$ cat config.mk
export PLATFORM = sky130hd
export DESIGN_NAME = hpi_access_sequencer
export DESIGN_NICKNAME = d
export VERILOG_FILES = /design/src/rtl/hpi_access_sequencer.sv
export SDC_FILE = /design/constraint.sdc
export NUM_CORES = 1
export LEC_CHECK = 0
export ABC_CLOCK_PERIOD_IN_PS = 1900
export CAP_MARGIN = 40
export CORE_ASPECT_RATIO = 1.2
export CORE_MARGIN = 1
export CORE_UTILIZATION = 44
export CTS_BUF_LIST = sky130_fd_sc_hd__clkbuf_2
export CTS_CLUSTER_SIZE = 16
export DETAILED_ROUTE_END_ITERATION = 16
export PLACE_DENSITY = 0.85
export SLEW_MARGIN = 20
export SYNTH_ARGS = -nofsm -noshare
export SYNTH_HDL_FRONTEND = slang
export SYNTH_SLANG_ARGS = --single-unit
$ cat constraint.sdc
create_clock -name clk_clk -period 1.9 [get_ports clk_clk]
set_input_delay 0.38 -clock clk_clk [delete_from_list [all_inputs] [get_ports clk_clk]]
set_output_delay 0.38 -clock clk_clk [all_outputs]
set_load 0.005 [all_outputs]
$ cat src/rtl/hpi_access_sequencer.sv
// Round-robin sequencer for CY7C67200 HPI read/write bus cycles shared by two requesters.
// Define HPI_RESET_SEQ_EN to hold hpi_reset_n low for RESET_CYC cycles after reset.
module hpi_access_sequencer #(
  parameter int SETUP_CYC  = 1,
  parameter int STROBE_CYC = 4,
  parameter int HOLD_CYC   = 2,
  parameter int RESET_CYC  = 200
) (
  input  logic        clk_clk,
  input  logic        reset_reset_n,
  input  logic        req0_valid,
  input  logic        req0_write,
  input  logic [1:0]  req0_addr,
  input  logic [15:0] req0_wdata,
  output logic        req0_ready,
  output logic        rsp0_valid,
  output logic [15:0] rsp0_rdata,
  input  logic        req1_valid,
  input  logic        req1_write,
  input  logic [1:0]  req1_addr,
  input  logic [15:0] req1_wdata,
  output logic        req1_ready,
  output logic        rsp1_valid,
  output logic [15:0] rsp1_rdata,
  input  logic [15:0] hpi_data_in,
  output logic [15:0] hpi_data_out,
  output logic        hpi_data_oe,
  output logic [1:0]  hpi_addr,
  output logic        hpi_cs_n,
  output logic        hpi_r_n,
  output logic        hpi_w_n,
  output logic        hpi_reset_n,
  output logic        busy
);

  typedef enum logic [2:0] {RST_HOLD, IDLE, SETUP, STROBE, HOLD} state_t;

  state_t     state_reg, state_next;
  logic [7:0] cnt_reg, cnt_next;
  logic       grant, grant_port, active;
  logic       last_grant_reg, lat_write_reg, lat_port_reg, done_reg;

  assign active = (state_reg == SETUP) || (state_reg == STROBE) || (state_reg == HOLD);

  always_ff @(posedge clk_clk) begin
    if (!reset_reset_n) begin
`ifdef HPI_RESET_SEQ_EN
      state_reg <= RST_HOLD;
`else
      state_reg <= IDLE;
`endif
      cnt_reg <= 8'(RESET_CYC);
    end else begin
      state_reg <= state_next;
      cnt_reg   <= cnt_next;
    end
  end

  // One shared down-counter: loaded with the phase length on entry, phase ends when it reads 1.
  always_comb begin
    state_next = state_reg;
    cnt_next   = cnt_reg;
    grant      = 1'b0;
    grant_port = (req0_valid && req1_valid) ? ~last_grant_reg : req1_valid;
    case (state_reg)
`ifdef HPI_RESET_SEQ_EN
      RST_HOLD: begin
        cnt_next = cnt_reg - 8'd1;
        if (cnt_reg == 8'd1) state_next = IDLE;
      end
`endif
      IDLE: begin
        if (req0_valid || req1_valid) begin
          grant      = 1'b1;
          state_next = SETUP;
          cnt_next   = 8'(SETUP_CYC);
        end
      end
      SETUP: begin
        cnt_next = cnt_reg - 8'd1;
        if (cnt_reg == 8'd1) begin
          state_next = STROBE;
          cnt_next   = 8'(STROBE_CYC);
        end
      end
      STROBE: begin
        cnt_next = cnt_reg - 8'd1;
        if (cnt_reg == 8'd1) begin
          state_next = HOLD;
          cnt_next   = 8'(HOLD_CYC);
        end
      end
      HOLD: begin
        cnt_next = cnt_reg - 8'd1;
        if (cnt_reg == 8'd1) state_next = IDLE;
      end
      default: state_next = IDLE;
    endcase
  end

  // Bus pins are registered decodes of the current state, so they trail the FSM by one cycle.
  always_ff @(posedge clk_clk) begin
    if (!reset_reset_n) begin
      hpi_cs_n       <= 1'b1;
      hpi_r_n        <= 1'b1;
      hpi_w_n        <= 1'b1;
      hpi_data_oe    <= 1'b0;
      hpi_addr       <= 2'd0;
      hpi_data_out   <= 16'd0;
      req0_ready     <= 1'b0;
      req1_ready     <= 1'b0;
      rsp0_valid     <= 1'b0;
      rsp1_valid     <= 1'b0;
      rsp0_rdata     <= 16'd0;
      rsp1_rdata     <= 16'd0;
      busy           <= 1'b1;
      last_grant_reg <= 1'b1;
      lat_write_reg  <= 1'b0;
      lat_port_reg   <= 1'b0;
      done_reg       <= 1'b0;
`ifdef HPI_RESET_SEQ_EN
      hpi_reset_n    <= 1'b0;
`endif
    end else begin
      req0_ready <= grant && !grant_port;
      req1_ready <= grant && grant_port;
      if (grant) begin
        last_grant_reg <= grant_port;
        lat_port_reg   <= grant_port;
        lat_write_reg  <= grant_port ? req1_write : req0_write;
        hpi_addr       <= grant_port ? req1_addr  : req0_addr;
        hpi_data_out   <= grant_port ? req1_wdata : req0_wdata;
      end
      hpi_cs_n    <= !active;
      hpi_data_oe <= active && lat_write_reg;
      hpi_r_n     <= !((state_reg == STROBE) && !lat_write_reg);
      hpi_w_n     <= !((state_reg == STROBE) && lat_write_reg);
      // First HOLD cycle with r_n still low is the edge that closes the read strobe.
      if ((state_reg == HOLD) && !hpi_r_n) begin
        if (lat_port_reg) rsp1_rdata <= hpi_data_in;
        else              rsp0_rdata <= hpi_data_in;
      end
      done_reg   <= (state_reg == HOLD) && (state_next == IDLE);
      rsp0_valid <= done_reg && !lat_port_reg;
      rsp1_valid <= done_reg && lat_port_reg;
      busy       <= (state_next != IDLE);
`ifdef HPI_RESET_SEQ_EN
      hpi_reset_n <= (state_next != RST_HOLD);
`endif
    end
  end

`ifndef HPI_RESET_SEQ_EN
  assign hpi_reset_n = 1'b1;
`endif

endmodule

After elaboration in Yosys (flattened, before gate mapping)
Index checks and enable logic that the tools add are counted.
{ "op_classes": {"addsub": 1, "n_eq_ne": 8, "muxes": 15, "bitwise_logic": 2, "n_reduce_logical": 24} }
{ "ops": {"columns": ["op", "n"], "rows": [
  ["case mux 8 bit (4 select lines)", 1],
  ["two-way mux 8 bit", 3],
  ["two-way mux 16 bit", 1],
  ["two-way mux 3 bit", 4],
  ["case mux 3 bit (4 select lines)", 1],
  ["logical AND 1 bit", 10],
  ["equality test 8 x 1 -> 1 bit, second input constant", 1],
  ["subtractor 8 x 1 -> 8 bit, second input constant", 1],
  ["logical NOT 1 bit", 7],
  ["equality test 3 x 1 -> 1 bit, second input constant", 2],
  ["equality test 3 x 2 -> 1 bit, second input constant", 2],
  ["AND reduction 2 bit", 3],
  ["two-way mux 1 bit", 4],
  ["nonzero test 4 bit", 1],
  ["equality test 3 bit, second input constant", 1],
  ["logical OR 1 bit", 3],
  ["!= test 3 x 1 -> 1 bit, second input constant", 1],
  ["two-way mux 2 bit", 1],
  ["!= test 2 bit, second input constant", 1],
  ["inverter 1 bit", 2]
]} }
{ "totals": {"reg_bits": 74, "output_inout_bits": 60} }

Logic depth before layout (Yosys ltp)
Gate-level depths: netlist (run 1).
{ "logic_depth": {"depth_word": 5, "mapped_depth": 7, "ltp_nobuf": 6} }

Worst setup path after synthesis (run 1)
Ideal clock, no wire load.
{ "synth_path": {"path_kind": "reg2reg", "from": "reg state_reg[2]", "to": "reg rsp0_rdata[10]", "setup_time_ns": 0.132, "arrival_ns": 1.598, "required_ns": 1.768, "slack_ns": 0.170, "stages_incl_launch_ff": 8, "synth_period_minus_slack_ns": 1.730, "cell_sequence": "dfxtp_1 > or3b_1 > buf_2 > or3_1 > buf_2 > buf_6 > nand2_1 > a21oi_1"} }
{ "synth_between": {"elab_chain_cells": 3} }
{ "synth_rtl": {"columns": ["element", "line", "rtl"], "rows": [
  ["start: declaration", "38", "state_t state_reg, state_next;"],
  ["start signal: assignment", "54", "state_reg <= state_next;"],
  ["equality test 3 bit", "139", "if ((state_reg == HOLD) && !hpi_r_n) begin"],
  ["logical AND 1 bit", "139", null],
  ["AND reduction 2 bit (no line)", null, null],
  ["end signal: assignment", "141", "else rsp0_rdata <= hpi_data_in;"],
  ["end: declaration", "17", "output logic [15:0] rsp0_rdata,"]
]} }
No other way between the ends.
A chain may end at the register's enable or synchronous reset.

Worst setup path in the final report (run 1)
{ "layout_path": {"from": "reg hpi_r_n", "to": "out hpi_r_n"} }
{ "layout_rtl": {"columns": ["element", "line", "rtl"], "rows": [
  ["start: declaration", "30", "output logic hpi_r_n,"],
  ["start signal: assignment", "136", "hpi_r_n <= !((state_reg == STROBE) && !lat_write_reg);"]
]} }
No word-level cell between the ends.

==> results of run 1 <==
power breakdown:
part           internal (mW)  switching, mW  total, mW  leakage [nW]
Sequential              1.65         0.0837       1.73         0.603
Combinational          0.361          0.253      0.614         0.907
Clock                  0.311          0.530      0.841        0.0681
area by class of cell:
| cell class | instances | area, um2 | share of cell area (%) |
|---|---|---|---|
| clock inverters | 6 | 67.6 | 1.55 |
| inverters | 3 | 11.3 | 0.258 |
| well taps | 85 | 106 | 2.43 |
| clock buffers | 10 | 50.0 | 1.14 |
| flip-flops and latches | 74 | 1490 | 34.0 |
| multi-input cells | 225 | 1310 | 30.0 |
| repair buffers | 135 | 1340 | 30.7 |
per-stage QoR:
step / area (um2) / util, % / std cells
6_report: 4370 / 68.3 / 538
3_5_place_dp: 4250 / 66.4 / 522
5_1_grt: 4370 / 68.3 / 538
3_3_place_gp: 4250 / 66.4 / 522
4_1_cts: 4370 / 68.2 / 538
2_1_floorplan: 2900 / - / 323
repair_timing:
action | in CTS | in global routing
resized for setup | 1 | 1
endpoints found under the hold margin | 0 | 0
pin swaps | 0 | 0
setup endpoints to repair | 1 | 1
cell families after synthesis:
family / count (synthesis)
simple gates: 140
compound gates: 81
xor+xnor: 1
other cells: 1
fa+ha+maj: 2
buf+inv: 24
flops: 74
path summary, 6_finish.rpt:
check	start	to	slack, ns	cells after the start
worst max-delay path	hpi_r_n	hpi_r_n	0.11	1
worst min-delay path	done_reg	rsp0_valid	0.44	2
worst max register to register	state_reg[2]	rsp0_rdata[10]	0.11	4
worst min register to register	done_reg	rsp0_valid	0.44	2
routing by layer:
layer	routed length (um)	up-vias	GRT usage [%]	share of wire, %
met5	0	-	0	0
met1	3170	1312	26.6	42
li1	-	1382	-	-
met2	3690	131	38.3	49
met3	518	10	5.25	6.9
met4	95	0	9.13	1.3
cells in the mapped netlist (all sizes together):
| cell type | number | area, um2 |
|---|---|---|
| o31ai | 1 | 7.51 |
| nand2b | 3 | 18.8 |
| a22o | 2 | 17.5 |
| inv | 3 | 11.3 |
| nand4 | 2 | 12.5 |
| a31oi | 2 | 12.5 |
| nor2b | 3 | 18.8 |
| o21ai | 4 | 20.0 |
| nor4 | 4 | 25.0 |
| nor4b | 1 | 15.0 |
| nand3b | 1 | 7.51 |
| nor3b | 3 | 43.8 |
| nand2 | 79 | 297 |
| nor2 | 2 | 7.51 |
| clkbuf | 12 | 45.0 |
| a311oi | 2 | 17.5 |
| a211o | 1 | 8.76 |
| a211oi | 2 | 20.0 |
| buf | 9 | 56.3 |
| o211ai | 3 | 22.5 |
| a221oi | 1 | 8.76 |
| and3 | 3 | 18.8 |
| or3 | 2 | 12.5 |
| or3b | 1 | 8.76 |
| and2 | 20 | 125 |
| o32ai | 1 | 8.76 |
| or2 | 1 | 6.26 |
| ha | 2 | 25.0 |
| nand4b | 1 | 8.76 |
| a221o | 19 | 190 |
| nor3 | 9 | 56.3 |
| dfxtp | 74 | 1480 |
| or4 | 1 | 7.51 |
| a21oi | 41 | 205 |
| nand3 | 4 | 20.0 |
| xor2 | 1 | 8.76 |
| a21o | 1 | 7.51 |
| conb | 1 | 3.75 |
| o21a | 1 | 7.51 |
==> reports/qor.txt, run 1 <==
Port Buffers: 116
Status: finished, final reports clean
Critical path arrival: 1.41 ns
Adder-cell area share of the yosys netlist: 0.864%
Antenna Nets Post-Route: 0
Pre-CTS worst setup slack: -0.0908 ns
Setup slack after layout: 0.110 ns
Critical path type: flop to output pin
Boundary Pins: 118
DR WL/cell: 13.9 um
Yosys warns: 0
Gr usage total: 22.3%
Nets: 508
Max Cap Violations: 0
Xor and xnor area share after synthesis: 0.303%
FF+latch count, synth: 74
Tightest Pin Transition: 0.534 ns
Layout cell share with drive strength beyond 1: 9.93%
Mapped Cells: 323
Mux cell area share after synthesis: 0%
Critical path startpoint category: flop
Initial antenna violation count: 0
VDD IR max: 0.000460 V
CP delay by family, top: buffers and inverters
Post-CTS setup buffers: 0
Global-route wire length before repair: 12.5 mm
Total clock sinks: 74
DR pass1 iterations: 4
Dpl hpwl: 5.49 mm
Post-Synth Simple-Gate Area: 24.5%
Synthesized area per cell: 8.96 um2
Total power: 3.19 mW
Grt total ovfl: 0
CP Max Fanout: 5
Die Wd: 76.1 um
Pwr dens: 729 nW/um2
CTS tree: yes
Routed vias/inst: 5.27
Overall die area: 6910 um2
Slew Limit Fails: 0
Slew margin rel.: 64.4%
Synth cell types: 45
WP data required: 1.52 ns
Final Hold Vio Count: 0
Largest registers: hpi_data_out (16), rsp0_rdata (16), rsp1_rdata (16)
Initial Util: 45.2%
Mapped Area: 2900 um2
Slowest stage delay, CP: 0.53 ns
Num CTS Buffers: 9
Vias in the first global route: 2781
CTS Hold Bufs: 0
CP max-delay cell: clkdlybuf4s50_1
Final worst path period need: 1.79 ns
Setup TNS: 0 ns
Most frequent cells in the layout: clkdlybuf4s50_1 (116), nand2_1 (79), dfxtp_1 (73)
Final period util: 94.2%
Die Ht: 90.9 um
Crit-path cells: clkdlybuf4s50_1
RSZ-0062 raised after global routing: no
Final wirelength: 7.48 mm
Worst skew pair latency: 0.48 ns
Maximum clock path buffer count: 2
Worst-path clk slew: 0.19 ns
Syn_nets: 383
Critical path capture point type: output pin
Placer Congestion: 0.905
Diodes inserted: 0
Via Count: 2835
Skew final: 0.0305 ns
Hold Slack: 0.436 ns
Largest family of logic cells by synthesized area: simple AND/OR/NAND/NOR gates
Root Driver: clkbuf_2
# setup viols final: 0
Largest net degree at the start of global routing: 34
Most common cell after layout, fill and taps aside: clkdlybuf4s50_1
Compound-Gate Fraction of Synth Area: 19.1%
Row count: 32
Core Region: 6410 um2
FILL cells: 525
CP bufs+invs: 1
1st-iter DRT viols: 124
Area growth, synth to finish: 51.0%
FMAX: 559 MHz
# H-tree levels: 3
Static Leak: 1.58 nW
# DRC: 0
Hold Crit Class: flop to flop
Post-synthesis sequential area ratio: 51.2%
Power figures use the tool's default switching activity.
==> run 2: changes to the inputs <==
--- a/config.mk
+++ b/config.mk
@@ -5,15 +5,15 @@
 export SDC_FILE = /design/constraint.sdc
 export NUM_CORES = 1
 export LEC_CHECK = 0
+export ABC_AREA = 1
 export ABC_CLOCK_PERIOD_IN_PS = 1900
 export CAP_MARGIN = 40
 export CORE_ASPECT_RATIO = 1.2
-export CORE_MARGIN = 1
-export CORE_UTILIZATION = 44
+export CORE_UTILIZATION = 45
 export CTS_BUF_LIST = sky130_fd_sc_hd__clkbuf_2
 export CTS_CLUSTER_SIZE = 16
 export DETAILED_ROUTE_END_ITERATION = 16
-export PLACE_DENSITY = 0.85
+export PLACE_DENSITY = 0.86
 export SLEW_MARGIN = 20
 export SYNTH_ARGS = -nofsm -noshare
 export SYNTH_HDL_FRONTEND = slang
==> reports/qor.txt, run 2 <==
Antenna Nets Post-Route: 0
Most frequent cells in the layout: clkdlybuf4s50_1 (115), dfxtp_1 (74), nand2_1 (70)
Slowest stage delay, CP: 0.51 ns
Area growth, synth to finish: 46.8%
Async S/R FF share, synth: 0%
Dpl hpwl: 5.41 mm
Mapped Cells: 386
CP delay by family, top: buffers and inverters
Initial Util: 47.7%
Row count: 31
DR WL/cell: 12.4 um
Critical path startpoint category: flop
Worst R2R Setup Slack: 0.24 ns
Final period util: 93.9%
Grt total ovfl: 0
Num CTS Buffers: 9
Status: finished, final reports clean
Pwr dens: 842 nW/um2
Area leader, netlist: dfxtp_1
Diodes inserted: 0
Syn_nets: 446
CP Max Fanout: 2
Synth area leaders: dfxtp_1 (50%), nand2_1 (8.9%), nand3_1 (8.2%), inv_1 (6.4%), o21ai_0 (6.3%)
# setup viols final: 0
Max Cap Violations: 0
Final worst path period need: 1.78 ns
Die Wd: 75.8 um
FMAX: 561 MHz
Post-synth top flop: dfxtp_1
Post-cts sizing count: 0
# H-tree levels: 3
1st-iter DRT viols: 108
Vias in the first global route: 2768
Critical path type: flop to output pin
Maximum clock path buffer count: 2
CTS tree: yes
Core Region: 6170 um2
Hold Path Origin: reset_reset_n
Global-route wire length before repair: 11.4 mm
Final core utilization: 70.0%
Mapped Area: 2940 um2
Worst-path clk slew: 0.20 ns
CP max-delay cell: clkdlybuf4s50_1
DR pass1 iterations: 4
Initial antenna violation count: 0
Total power: 3.64 mW
Most common cell after layout, fill and taps aside: clkdlybuf4s50_1
Synth cell types: 30
Placer Congestion: 0.832
Overall die area: 6870 um2
FILL cells: 488
Top-count cell post-synth: dfxtp_1
CP bufs+invs: 1
Gr usage total: 21.4%
WHS Path Cells: 2
Hold Crit Endpoint: cnt_reg[3]
Total clock sinks: 74
Routed vias/inst: 4.99
Skew final: 0.0249 ns
Setup slack after layout: 0.117 ns
Placed cells: 573
FF+latch count, synth: 74
R2r endpoint: cnt_reg[3]
Post-CTS setup buffers: 0
WP data required: 1.52 ns
Root Driver: clkbuf_2
Pre-CTS worst setup slack: 0.0419 ns
Nets: 562
Setup TNS: 0 ns
VDD IR max: 0.000490 V
Largest registers: hpi_data_out (16), rsp0_rdata (16), rsp1_rdata (16)
# DRC: 0
Share of the synthesized area in the top cell type: 50.4%
Final Hold Vio Count: 0
Design area: 4320 um2
Synth cell count leaders: dfxtp_1 (74), nand2_1 (70), inv_1 (50), nand3_1 (48), o21ai_0 (37)
Critical path arrival: 1.40 ns
Non-Filler Instances: 589
CTS Hold Bufs: 0
RSZ-0062 raised after global routing: no
Synthesized area per cell: 7.62 um2
Boundary Pins: 118
Die Ht: 90.6 um
Final wirelength: 7.29 mm
DP Area: 4160 um2
Hold Crit Class: input port to flop
Port Buffers: 116
Post-synthesis sequential area ratio: 50.4%
R2R cell count: 9
Layout cell share with drive strength beyond 1: 7.10%
Post-synth EDFFs: 0
Yosys warns: 0
Via Count: 2940
Worst skew pair latency: 0.49 ns
Critical path capture point type: output pin
Hold Slack: 0.191 ns
Crit-path cells: clkdlybuf4s50_1
Largest net degree at the start of global routing: 36
Static Leak: 1.73 nW
FF-to-FF Start: cnt_reg[1]
Slew Limit Fails: 0
==> run 2: worst max path at each step <==
stage                     cells after the start              from  slack (ns)               end
after global placement                        9        req0_valid        0.08     lat_write_reg
after floorplan                               9        cnt_reg[1]        0.55        cnt_reg[3]
final                                         1  hpi_data_out[14]        0.12  hpi_data_out[14]
after detailed placement                      9        req1_valid        0.04     lat_write_reg
after global routing                          1   hpi_data_out[2]        0.05   hpi_data_out[2]
after CTS                                     1  hpi_data_out[14]        0.08  hpi_data_out[14]
==> run 2: routing by layer <==
| layer | global-route usage (%) | wire (um) | vias up | part of all wire, % |
|---|---|---|---|---|
| met5 | 0 | 0 | - | 0 |
| met4 | 8.80 | 76 | 0 | 1.0 |
| met2 | 37.8 | 3520 | 114 | 48 |
| met1 | 22.8 | 3030 | 1338 | 42 |
| li1 | - | - | 1477 | - |
| met3 | 6.03 | 663 | 11 | 9.1 |
==> run 2: where the power goes <==
part	switching [mW]	leakage, nW	internal (mW)
Sequential	0.0798	0.603	1.67
Combinational	0.387	1.04	0.390
Clock	0.527	0.0938	0.578
Total	0.993	1.73	2.64
==> run 2: final cells by class <==
type                    count  area (um2)  share of cell area (%)
clock inverters             5         103                    2.38
multi-input cells         240        1160                    26.8
inverters                  52         195                    4.52
well taps                  82         103                    2.38
flip-flops and latches     74        1480                    34.3
clock buffers              11        55.1                    1.27
repair buffers            125        1220                    28.3
==> run 2: cell families after synthesis <==
family,Yosys count,share of synthesized area (%)
xor+xnor,3,0.893
fa+ha+maj,2,0.851
other cells,1,0.127
simple gates,157,23.9
compound gates,77,13.6
flops,74,50.4
buf+inv,72,10.3
==> run 3: changes to the inputs <==
--- a/config.mk
+++ b/config.mk
@@ -6,14 +6,14 @@
 export NUM_CORES = 1
 export LEC_CHECK = 0
 export ABC_AREA = 1
-export ABC_CLOCK_PERIOD_IN_PS = 1900
+export ABC_CLOCK_PERIOD_IN_PS = 2250
 export CAP_MARGIN = 40
-export CORE_ASPECT_RATIO = 1.2
-export CORE_UTILIZATION = 45
+export CORE_ASPECT_RATIO = 0.75
+export CORE_UTILIZATION = 48
 export CTS_BUF_LIST = sky130_fd_sc_hd__clkbuf_2
 export CTS_CLUSTER_SIZE = 16
 export DETAILED_ROUTE_END_ITERATION = 16
-export PLACE_DENSITY = 0.86
+export PLACE_DENSITY = 0.91
 export SLEW_MARGIN = 20
 export SYNTH_ARGS = -nofsm -noshare
 export SYNTH_HDL_FRONTEND = slang
==> constraint.sdc (replaced) <==
create_clock -name clk_clk -period 2.25 [get_ports clk_clk]
set_input_delay 0.45 -clock clk_clk [delete_from_list [all_inputs] [get_ports clk_clk]]
set_output_delay 0.45 -clock clk_clk [all_outputs]
set_load 0.005 [all_outputs]
==> reports/qor.txt, run 3 (synthesized netlist as in run 2, its figures left out) <==
Status: finished, final reports clean
WP data required: 1.80 ns
CP Max Fanout: 2
Die Ht: 69.8 um
Global-route wire length before repair: 12.4 mm
Post-cts sizing count: 0
Critical path startpoint category: flop
Via Count: 2905
Routed vias/inst: 5.02
Num CTS Buffers: 9
Max Cap Violations: 0
CTS Hold Bufs: 0
M1 GR Usage: 30.6%
CP bufs+invs: 1
DP Area: 4130 um2
Setup TNS: 0 ns
Non-Filler Instances: 579
DR pass1 iterations: 4
CP delay by family, top: buffers and inverters
Overall die area: 6450 um2
Most frequent cells in the layout: clkdlybuf4s50_1 (115), dfxtp_1 (74), nand2_1 (70)
Port Buffers: 116
# setup viols final: 0
Met3 Use GR: 8.33%
DR WL/cell: 12.9 um
Initial antenna violation count: 0
VDD IR max: 0.000430 V
Die Wd: 92.4 um
Critical path type: flop to output pin
Hold Slack: 0.280 ns
Row count: 24
Final Hold Vio Count: 0
FMAX: 535 MHz
Diodes inserted: 0
Vias in the first global route: 2707
Pwr dens: 687 nW/um2
Placed cells: 565
Critical path capture point type: output pin
Boundary Pins: 118
Hold Crit Class: input port to flop
Largest registers: hpi_data_out (16), rsp0_rdata (16), rsp1_rdata (16)
Critical path arrival: 1.42 ns
Layout cell share with drive strength beyond 1: 5.99%
Static Leak: 1.69 nW
Dpl hpwl: 5.55 mm
Crit-path cells: clkdlybuf4s50_1
Final core utilization: 72.5%
Final period util: 83.1%
RSZ-0062 raised after global routing: no
Area growth, synth to finish: 44.3%
Gr usage total: 24.4%
Nets: 558
Worst-path clk slew: 0.19 ns
Total clock sinks: 74
Maximum clock path buffer count: 2
Placer Congestion: 0.882
Most common cell after layout, fill and taps aside: clkdlybuf4s50_1
Antenna Nets Post-Route: 0
CTS tree: yes
CP max-delay cell: clkdlybuf4s50_1
# DRC: 0
Grt total ovfl: 0
Root Driver: clkbuf_2
Slew Limit Fails: 0
Final wirelength: 7.50 mm
1st-iter DRT viols: 217
Core Region: 5860 um2
Post-CTS setup buffers: 0
Final worst path period need: 1.87 ns
Design area: 4240 um2
# H-tree levels: 3
Slowest stage delay, CP: 0.54 ns
Worst skew pair latency: 0.49 ns
Initial Util: 50.2%
GRT met2 Usage: 40.1%
Most Crowded Layer GR: met2
Largest net degree at the start of global routing: 39
Skew final: 0.0299 ns
[run 3: cell types whose count changed in the layout (fill, tap and decap cells not counted), sizes merged]
cell    delta
buf        -4
bufinv     -1
clkbuf     -1
[run 3: stage by stage]
stage	setup WS [ns]	power, mW
floorplan	0.903	1.84
global route	0.305	3.06
detailed placement	0.234	2.15
CTS	0.352	2.93
global placement	0.274	2.13
finish	0.380	2.92
[run 3: layer usage]
metal,part of all wire [%],up-vias
met3,7.9,12
li1,-,1460
met5,0,-
met4,1.6,0
met1,43,1299
met2,48,134
[run 3: layout make-up]
cell class / count / area (um2)
flip-flops and latches: 74 / 1480
fillers: 454 / 1610
multi-input cells: 240 / 1160
inverters: 52 / 195
clock buffers: 10 / 50.0
well taps: 78 / 97.6
repair buffers: 121 / 1190
clock inverters: 4 / 68.8
[run 3: path summary, 6_finish.rpt]
| path | start | endpoint | slack, ns | depth (start not counted) |
|---|---|---|---|---|
| max | hpi_data_out[3] | hpi_data_out[3] | 0.38 | 1 |
| min | reset_reset_n | state_reg[0] | 0.28 | 2 |
| max reg2reg | cnt_reg[1] | cnt_reg[3] | 0.51 | 9 |
| min reg2reg | rsp1_rdata[1] | rsp1_rdata[1] | 0.45 | 2 |
[run 3: report_power, final]
group	internal [mW]	switching (mW)	leakage, nW
Sequential	1.41	0.0668	0.603
Clock	0.356	0.423	0.0753
Combinational	0.320	0.335	1.02
